===== src/rtl/hazard_ctrl.sv =====
`default_nettype none
// ============================================================================
// hazard_ctrl : forwarding selects, load-use stalls, memory-wait and branch
//               flush sequencing for the 5-stage Thumb-subset pipeline.
// Revision    : 1.0
// ============================================================================
module hazard_ctrl #(
  parameter int MEM_TIMEOUT = 15,
  parameter int CNT_W       = 8
) (
  input  logic       clk,
  input  logic       rst,
  input  logic [3:0] i_id_rs_a,
  input  logic       i_id_rs_a_en,
  input  logic [3:0] i_id_rs_b,
  input  logic       i_id_rs_b_en,
  input  logic [3:0] i_ex_rd,
  input  logic       i_ex_rd_en,
  input  logic       i_ex_is_load,
  input  logic [3:0] i_mem_rd,
  input  logic       i_mem_rd_en,
  input  logic [3:0] i_wb_rd,
  input  logic       i_wb_rd_en,
  input  logic       i_mem_req,
  input  logic       i_mem_ack,
  input  logic       i_branch_taken,
  output logic       o_stall_front,
  output logic       o_stall_back,
  output logic       o_bubble_ex,
  output logic       o_flush_id,
  output logic [1:0] o_fwd_a,
  output logic [1:0] o_fwd_b,
  output logic       o_timeout_err
);

  typedef enum logic [1:0] {
    S_IDLE     = 2'd0,
    S_MEM_WAIT = 2'd1,
    S_FLUSH2   = 2'd2,
    S_ERR      = 2'd3
  } state_t;

  localparam logic [CNT_W-1:0] C_TIMEOUT = CNT_W'(MEM_TIMEOUT);
  localparam logic [CNT_W-1:0] C_ONE     = CNT_W'(1);

  state_t           state_q, state_d;
  logic [CNT_W-1:0] cnt_q, cnt_d;
  logic             pend_q, pend_d;

  // Newest producer (MEM) has priority over the older one (WB).
  function automatic logic [1:0] fwd_sel(input logic [3:0] rs, input logic rs_en,
                                         input logic [3:0] mrd, input logic mrd_en,
                                         input logic [3:0] wrd, input logic wrd_en);
    logic [1:0] sel;
    sel = 2'b00;
    if (rs_en && mrd_en && (rs == mrd))      sel = 2'b01;
    else if (rs_en && wrd_en && (rs == wrd)) sel = 2'b10;
    return sel;
  endfunction

  logic w_load_use;
  logic w_wait_start;

  assign w_load_use = i_ex_rd_en && i_ex_is_load &&
                      ((i_id_rs_a_en && (i_id_rs_a == i_ex_rd)) ||
                       (i_id_rs_b_en && (i_id_rs_b == i_ex_rd)));
  assign w_wait_start = i_mem_req && !i_mem_ack;

  always_comb begin
    state_d       = state_q;
    cnt_d         = cnt_q;
    pend_d        = pend_q;
    o_stall_front = 1'b0;
    o_stall_back  = 1'b0;
    o_bubble_ex   = 1'b0;
    o_flush_id    = 1'b0;
    o_timeout_err = 1'b0;
    o_fwd_a       = fwd_sel(i_id_rs_a, i_id_rs_a_en, i_mem_rd, i_mem_rd_en, i_wb_rd, i_wb_rd_en);
    o_fwd_b       = fwd_sel(i_id_rs_b, i_id_rs_b_en, i_mem_rd, i_mem_rd_en, i_wb_rd, i_wb_rd_en);

    case (state_q)
      S_IDLE: begin
        // A memory stall holds EX, so a branch seen now is deferred to the ack cycle.
        if (w_wait_start) begin
          o_stall_front = 1'b1;
          o_stall_back  = 1'b1;
          cnt_d         = C_ONE;
          pend_d        = i_branch_taken;
          state_d       = S_MEM_WAIT;
        end else if (i_branch_taken) begin
          o_flush_id    = 1'b1;
          o_bubble_ex   = 1'b1;
          state_d       = S_FLUSH2;
        end else if (w_load_use) begin
          o_stall_front = 1'b1;
          o_bubble_ex   = 1'b1;
        end
      end
      S_MEM_WAIT: begin
        if (i_mem_ack) begin
          cnt_d  = '0;
          pend_d = 1'b0;
          if (pend_q || i_branch_taken) begin
            o_flush_id  = 1'b1;
            o_bubble_ex = 1'b1;
            state_d     = S_FLUSH2;
          end else begin
            state_d     = S_IDLE;
          end
        end else begin
          o_stall_front = 1'b1;
          o_stall_back  = 1'b1;
          pend_d        = pend_q || i_branch_taken;
          if (cnt_q == C_TIMEOUT) begin
            state_d = S_ERR;
          end else if (cnt_q != {CNT_W{1'b1}}) begin
            cnt_d   = cnt_q + C_ONE;
          end
        end
      end
      S_FLUSH2: begin
        o_flush_id = 1'b1;
        state_d    = S_IDLE;
      end
      default: begin
        o_stall_front = 1'b1;
        o_stall_back  = 1'b1;
        o_timeout_err = 1'b1;
        o_fwd_a       = 2'b00;
        o_fwd_b       = 2'b00;
      end
    endcase

    if (rst) begin
      o_stall_front = 1'b0;
      o_stall_back  = 1'b0;
      o_bubble_ex   = 1'b0;
      o_flush_id    = 1'b0;
      o_timeout_err = 1'b0;
      o_fwd_a       = 2'b00;
      o_fwd_b       = 2'b00;
    end
  end

  always_ff @(posedge clk) begin
    if (rst) begin
      state_q <= S_IDLE;
      cnt_q   <= '0;
      pend_q  <= 1'b0;
    end else begin
      state_q <= state_d;
      cnt_q   <= cnt_d;
      pend_q  <= pend_d;
    end
  end

endmodule
`default_nettype wire


===== config.mk =====
export PLATFORM = sky130hd
export DESIGN_NAME = hazard_ctrl
export DESIGN_NICKNAME = d
export VERILOG_FILES = /design/src/rtl/hazard_ctrl.sv
export SDC_FILE = /design/constraint.sdc
export NUM_CORES = 1
export LEC_CHECK = 0
export BUFFER_PORTS_ARGS = -buffer_cell sky130_fd_sc_hd__buf_4
export CORE_MARGIN = 4
export CORE_UTILIZATION = 45
export DETAILED_ROUTE_END_ITERATION = 8
export PLACE_DENSITY = 0.73
export SYNTH_ARGS = -nofsm -noshare
export SYNTH_HDL_FRONTEND = slang
export SYNTH_SLANG_ARGS = --single-unit
export TNS_END_PERCENT = 5

===== constraint.sdc =====
create_clock -name clk -period 4.49 [get_ports clk]
set_input_delay 0.449 -clock clk [delete_from_list [all_inputs] [get_ports clk]]
set_output_delay 0.449 -clock clk [all_outputs]
set_load 0.1 [all_outputs]

## After elaboration in Yosys (flattened, before gate mapping)

Cells that the tools add are included.

| word-level totals | value |
|---|---|
| flip-flop bits (word level) | 11 |
| output and inout bits | 9 |

| cells by class | value |
|---|---|
| add/sub/neg operators | 1 |
| eq/ne operators | 15 |
| mux-type cells | 43 |
| reduce and logical (&&, ||, !) cells | 23 |

Operators by type and width:

| cell | number |
|---|---|
| two-way mux 8 bit | 4 |
| two-way mux 2 bit | 13 |
| == test 4 bit | 6 |
| two-way mux 1 bit | 19 |
| one-hot mux 8 bit (2 select lines) | 1 |
| logical AND 1 bit | 13 |
| != test 3 bit, second input constant | 4 |
| one-hot mux 1 bit (3 select lines) | 3 |
| adder 8 x 1 -> 8 bit, second input constant | 1 |
| == test 8 x 4 -> 1 bit, second input constant | 1 |
| != test 8 bit, second input constant | 1 |
| one-hot mux 2 bit (3 select lines) | 1 |
| one-hot mux 1 bit (2 select lines) | 2 |
| AND reduction 4 bit | 1 |
| AND reduction 3 bit | 1 |
| nonzero test 3 bit | 1 |
| OR reduction 3 bit | 1 |
| == test 2 x 1 -> 1 bit, second input constant | 1 |
| == test 2 bit, second input constant | 1 |
| zero test 2 bit | 1 |
| logical OR 1 bit | 2 |
| != test 2 bit, second input constant | 1 |
| AND reduction 2 bit | 1 |
| nonzero test 2 bit | 1 |
| zero test 1 bit | 1 |

## Longest topological paths before layout

Gate-level depths: netlist (run 1).

| logic depth | value |
|---|---|
| depth after elaboration | 9 |
| depth in mapped cells | 8 |
| gate-level depth less buffers | 7 |

## Worst setup path before layout (run 1)

OpenSTA, ideal clock, no wires.

| timing | value |
|---|---|
| path kind | register -> output |
| start | reg state_q[1] |
| end | out o_flush_id |
| arrival time | 3.157 ns |
| required time | 4.041 ns |
| path slack | 0.884 ns |
| stages on the path, launching flop included | 8 |
| buffers on the path | 1 |
| cell sequence | dfxtp_1 -> inv_1 -> ha_1 -> buf_2 -> o21ai_0 -> a21oi_1 -> a31oi_1 -> a21boi_0 |

| on the way | value |
|---|---|
| word-level cells in the longest chain between the ends | 3 |
| elaborated cells on any way between the ends | 5 |

Ends and longest elaborated chain:

| element | RTL line | source |
|---|---|---|
| start, declared | 46 | `state_t state_q, state_d;` |
| start signal, assigned | 151 | `state_q <= state_d;` |
| == test 2 bit (tied with other cells) | 81 | `case (state_q)` |
| one-hot mux 1 bit (3 select lines) (*) | 81 |  |
| two-way mux 1 bit (*) | 134 | `if (rst) begin` |
| end, declared | 30 | `output logic o_flush_id,` |

Every way passes the cells marked *; elsewhere a longest branch is shown, timed or not.

## Worst setup path in the final report (run 1)

| timing | value |
|---|---|
| start | reg state_q[1] |
| end | out o_bubble_ex |

| on the way | value |
|---|---|
| word-level cells in the longest chain between the ends | 3 |
| elaborated cells on any way between the ends | 4 |

Ends and longest elaborated chain:

| element | RTL line | source |
|---|---|---|
| == test 2 x 1 -> 1 bit / zero test 2 bit (equally long branches) | 81 |  |
| one-hot mux 1 bit (2 select lines) (*) | 81 |  |
| two-way mux 1 bit (*) | 134 |  |
| end, declared | 29 | `output logic o_bubble_ex,` |

Marked as above.

==> results.md, run 1 <==
* DR WL/cell at 14.2 um
* Worst Hold Margin at 0.485 ns
* Launch point of the worst path: state_q[1]
* Mapped cell area at 1150 um^2
* Synth Register Bits at 11
* Post-Place Cells at 219
* Power Density at 228 nW/um^2
* CP Cell Sequence: inv_1 -> ha_1 -> nand3_1 -> nor4_1 -> and3_1 -> o21ai_0 -> o21ai_0 -> buf_4
* Clk sinks at 11
* Largest family of logic cells by synthesized area: simple AND/OR/NAND/NOR gates
* Row cnt at 18
* Post-route insts no fill at 223
* Vias at 1293
* Starting density of the core at 46.7%
* Cells after Synth at 155
* Drt pass-1 iters at 5
* Post-Synth Adder-Cell Area at 5.45%
* Area Overhead vs Synth at 28.6%
* Post-DR vias/cell at 5.80
* Post-cts sizing count at 0
* Synth cell types at 45
* Num CTS Buffers at 3
* Top cells by count, synth: inv_1 (13), nor2_1 (13), a21oi_1 (12)
* Worst-Margin Slew at 0.636 ns
* Final setup vio count at 0
* Critical Path End Type: output port
* Synth top area share at 19.2%
* Syn avg cell area at 7.40 um^2
* Clock buffer depth at 2
* Worst-path clk slew at 0.07 ns
* CP most frequent cell: o21ai_0
* Drt total wl at 3160 um
* Reg2reg start: state_q[1]
* Status: finished clean
* Hold Startpoint: rst
* Clk Latency, worst-skew pair at 0.27 ns
* ANT cells at 0
* Worst VDD drop at 0.138 mV
* First-pass GRT wire length at 5620 um
* Startpoint Class: flip-flop
* GRT Util Overall at 20.6%
* Post-synthesis compound-gate area fraction at 23.9%
* CTS tree: yes
* Setup TNS at 0 ns
* Leakage at 0.000636 uW
* Final Hold Viols at 0
* Max Cap Viol at 0
* Die X at 58.5 um
* Crit-path slowest cell: dfxtp_1
* Critical Path Max Stage Delay at 0.34 ns
* Grt ovf at 0
* Layout fillers at 236
* Ys Warns at 0
* Die height at 58.5 um
* Data required, critical path at 4.04 ns
* Hold Buf Count CTS at 0
* Post-synth EDFFs at 0
* Clk root buf: clkbuf_4
* Ranking of synthesized cells by area: dfxtp_1 (19%), xor2_1 (7.6%), xnor2_1 (6.1%)
* Buffers on Ports at 39
* Die Area at 3420 um^2
* Tcrit/Tclk final at 57.1%
* Nets at 230
* GPL Wtd Cong at 0.815
* Critical path type: flip-flop to output port
* ANT nets after route at 0
* Delay-heaviest family, CP: simple AND/OR/NAND/NOR gates
* Initial DRC count at 66
* Core area at 2450 um^2
* Fin crit period at 2.56 ns
* Final Util at 60.1%
* Initial antenna violation count at 0
* Post-synthesis sequential area ratio at 19.2%
* Worst slew margin at 56.4%
* Placed Instance Area at 1450 um^2
* Net Count, Synth at 191
* HPWL Detailed at 2560 um
* IO Count at 40
* Xor/xnor share of the synthesized area at 13.7%
* Post-CTS setup buffers at 0
* Htree depth at 1
* Final Max Slew Viols at 0
* Vias in the first global route at 1352
* Largest net degree at the start of global routing at 22
* Share of layout cells above drive strength 1 at 26.4%
* Crit path max fanout at 7
* Min-Delay Path Class: input pin to flip-flop
* Top FF cell, synth: dfxtp_1
* Synth area leader: dfxtp_1
* Post-Synth Simple-Gate Area at 29.1%
* CP Buf/Inv Count at 2
* Multiplexer share of the synthesized area at 1.85%
* Synth async-reset ratio at 0%
* CP Data Arrival Time at 2.11 ns
* F_max at 390 MHz
* RSZ-0062 raised after global routing: no
* Drt drc at 0
* Post-route clock skew at 0.00282 ns
* Design area at 1480 um^2
[cell usage in the layout, fill, tap and decap left out, types with 2 or more instances in the layout]
master     n
o211ai_1   2
o21ai_0    9
o21ai_2    2
nor2_1    13
xor2_1    10
a31oi_1    2
ha_1       5
o22ai_1    2
buf_4     39
nor3_1     8
xnor2_1    8
nand2_1   10
a222oi_1   2
nand2b_1   3
a21oi_2    2
nor2b_1    2
nand3_1    4
and3_1     2
nor4_1     3
dfxtp_1   11
a211o_1    2
clkbuf_4   3
and4_1     4
nor3b_1    2
inv_1     13
a21oi_1   12
[path summary, 6_finish.rpt]
kind / cells past startpoint / slack [ns] / end
worst max register to register: 7 / 2.55 / state_q[1]
worst min-delay path: 2 / 0.48 / state_q[0]
worst max-delay path: 8 / 1.93 / o_bubble_ex
worst min register to register: 2 / 0.50 / state_q[0]
[worst register-to-register path, stage by stage, from the launching register on]
cell	delay, ns
dfxtp_1	0.38
inv_1	0.08
ha_1	0.30
nand2b_1	0.29
a21oi_1	0.07
or3_4	0.37
a211o_1	0.25
a21oi_2	0.14
[stage by stage]
| step | total power [uW] | setup slack, ns |
|---|---|---|
| after floorplan | 219 | 0.884 |
| final | 337 | 1.93 |
| after global routing | 361 | 1.75 |
| after global placement | 266 | 2.35 |
| after detailed placement | 270 | 2.23 |
| after CTS | 340 | 1.92 |
[final cells by class]
class	count	area, um^2	area share, %
tap	30	37.5	2.54
inverter	13	48.8	3.31
sequential	11	220	14.9
timing repair buffer	39	293	19.8
multi-input combinational	126	850	57.6
clock buffer	4	26.3	1.78
[where the power goes]
part           internal, uW  switching [uW]
Combinational          63.1            98.3
Clock                  34.4            34.0
Sequential              102            4.96
[flip-flops by register name, summed over array words and instances, names as in the netlist]
register  flops
state_q       2
pend_q        1
cnt_q         8
[metal layers]
layer  wire, um  GRT usage (%)
met1       1270           23.7
met2       1670           38.1
met3        181           2.19
met4         38           8.61
met5          0              0
[logic make-up after synthesis]
group,Yosys count
and+or+nand+nor,59
AOI/OAI and AO/OA,42
xor gates and xnor gates,18
buffers and inverters,18
DFF,11
adders and majority gates,5
muxes,2
(Power assumes the default switching activity.)
==> run 2: changes to the inputs <==
PLACE_DENSITY = 0.76   (was 0.73)
clock period = 2.2 ns   (was 4.49 ns; I/O delays follow)
==> run 2 against run 1 <==
Sequential power is 110% higher. Critical path depth down 2. Final cell count is 0.45% higher. Cell area increased by 3.6%. Non-clock buffer count up 1. Sequential share of layout area is 0.53 points lower. Critical endpoint is now o_fwd_a[1]. Register-to-register slack got worse by 2.3 ns. Combinational power rose by 120%. Critical path type unchanged.
==> results.md, run 2 (synthesis gave the netlist of run 1 again) <==
* Die X at 58.5 um
* Core area at 2450 um^2
* Worst-path clk slew at 0.08 ns
* Largest net degree at the start of global routing at 22
* RSZ-0062 raised after global routing: no
* Hold path cells at 2
* GRT Util Overall at 19.7%
* DR WL/cell at 14.4 um
* CTS tree: yes
* Post-DR vias/cell at 5.85
* Layout fillers at 207
* Most frequent cells in the layout: buf_4 (37), inv_1 (12), nor2_1 (12), a21oi_1 (12), dfxtp_1 (11)
* F_max at 482 MHz
* Vias in the first global route at 1252
* Crit-path slowest cell: dfxtp_1
* Clock buffer depth at 2
* Min-Delay Path Class: input pin to flip-flop
* Grt ovf at 0
* Share of layout cells above drive strength 1 at 29.9%
* Nets at 231
* HPWL Detailed at 2600 um
* Starting density of the core at 46.7%
* Fin crit period at 2.08 ns
* Critical path type: flip-flop to output port
* Die Area at 3420 um^2
* Largest regs: cnt_q: 8 flops, state_q: 2 flops, pend_q: 1 flops
* Initial DRC count at 92
* Max Cap Viol at 0
* Die height at 58.5 um
* Startpoint Class: flip-flop
* First-pass GRT wire length at 5330 um
* Num CTS Buffers at 3
* Drt total wl at 3220 um
* Critical Path End Type: output port
* Levels on crit path at 6
* CP Data Arrival Time at 1.86 ns
* Vias at 1311
* Commonest non-fill, non-tap cell in the layout: buf_4
* Crit path max fanout at 6
* Worst-Margin Slew at 0.443 ns
* Placed Instance Area at 1460 um^2
* GPL Wtd Cong at 0.823
* Clk root buf: clkbuf_4
* ANT nets after route at 0
* Buffers on Ports at 39
* Tcrit/Tclk final at 94.4%
* Final Max Slew Viols at 0
* Drt pass-1 iters at 6
* IO Count at 40
* ANT cells at 0
* Design area at 1530 um^2
* R2R depth at 7
* CP Buf/Inv Count at 1
* Max reg flops at 8
* Initial antenna violation count at 0
* Largest reg by FF count: cnt_q
* Power Density at 468 nW/um^2
* Post-layout total power at 715 uW
* Delay-heaviest family, CP: simple AND/OR/NAND/NOR gates
* Worst slew margin at 70.4%
* Drt drc at 0
* Clk Latency, worst-skew pair at 0.27 ns
* Final Util at 62.3%
* Status: finished clean
* Hold Buf Count CTS at 0
* Final Hold Viols at 0
* Post-CTS setup buffers at 0
* Leakage at 0.000643 uW
* Htree depth at 1
* Post-route clock skew at 0.00923 ns
* Worst VDD drop at 0.371 mV
* Critical Path Max Stage Delay at 0.36 ns
* Data required, critical path at 1.98 ns
* Final setup vio count at 0
* Clk sinks at 11
* Setup TNS at 0 ns
* Area Overhead vs Synth at 33.3%
* CP Cell Sequence: ha_2 -> nor2_2 -> nand2_1 -> nor4_2 -> and4_1 -> buf_12
* Row cnt at 18
[run 2: path summary, 6_finish.rpt]
check	from	endpoint	slack (ns)
setup / recovery	state_q[0]	o_fwd_a[1]	0.12
hold / removal	rst	state_q[1]	0.28
hold reg to reg	cnt_q[7]	cnt_q[7]	0.52
setup reg to reg	state_q[1]	state_q[0]	0.30
[run 2: layer usage]
metal / share of wire, % / vias to the layer above / track usage, %
met1: 41 / 594 / 22.7
li1: - / 643 / -
met4: 2.0 / 0 / 8.94
met5: 0 / - / 0
met3: 6.4 / 8 / 2.63
met2: 51 / 66 / 35.6
[run 2: area by class of cell]
type / instances / area (um^2) / area share (%)
Multi-Input combinational cell: 126 / 876 / 57.3
Clock buffer: 4 / 26.3 / 1.72
Tap cell: 30 / 37.5 / 2.45
Sequential cell: 11 / 220 / 14.4
Timing Repair Buffer: 40 / 320 / 20.9
Inverter: 13 / 48.8 / 3.19
[run 2: what timing repair did]
item / in CTS / in global routing
pin swaps: 0 / 2
endpoints found under the setup margin: 3 / 5
resized for setup: 5 / 7
cloned: 0 / 0
[run 2: power breakdown]
group          internal [uW]  leakage, uW  switching (uW)
Combinational            145     0.000539             208
Clock                   70.2    0.0000150            71.9
Sequential               209    0.0000892            11.2
[run 2: stage by stage]
step	hold slack, ns	std cells	setup WS, ns
3_3_place_gp	0.482	220	0.305
2_1_floorplan	0.396	155	-0.744
5_1_grt	0.285	224	0.0197
4_1_cts	0.266	224	0.00658
3_5_place_dp	0.507	220	0.159
6_report	0.277	224	0.124
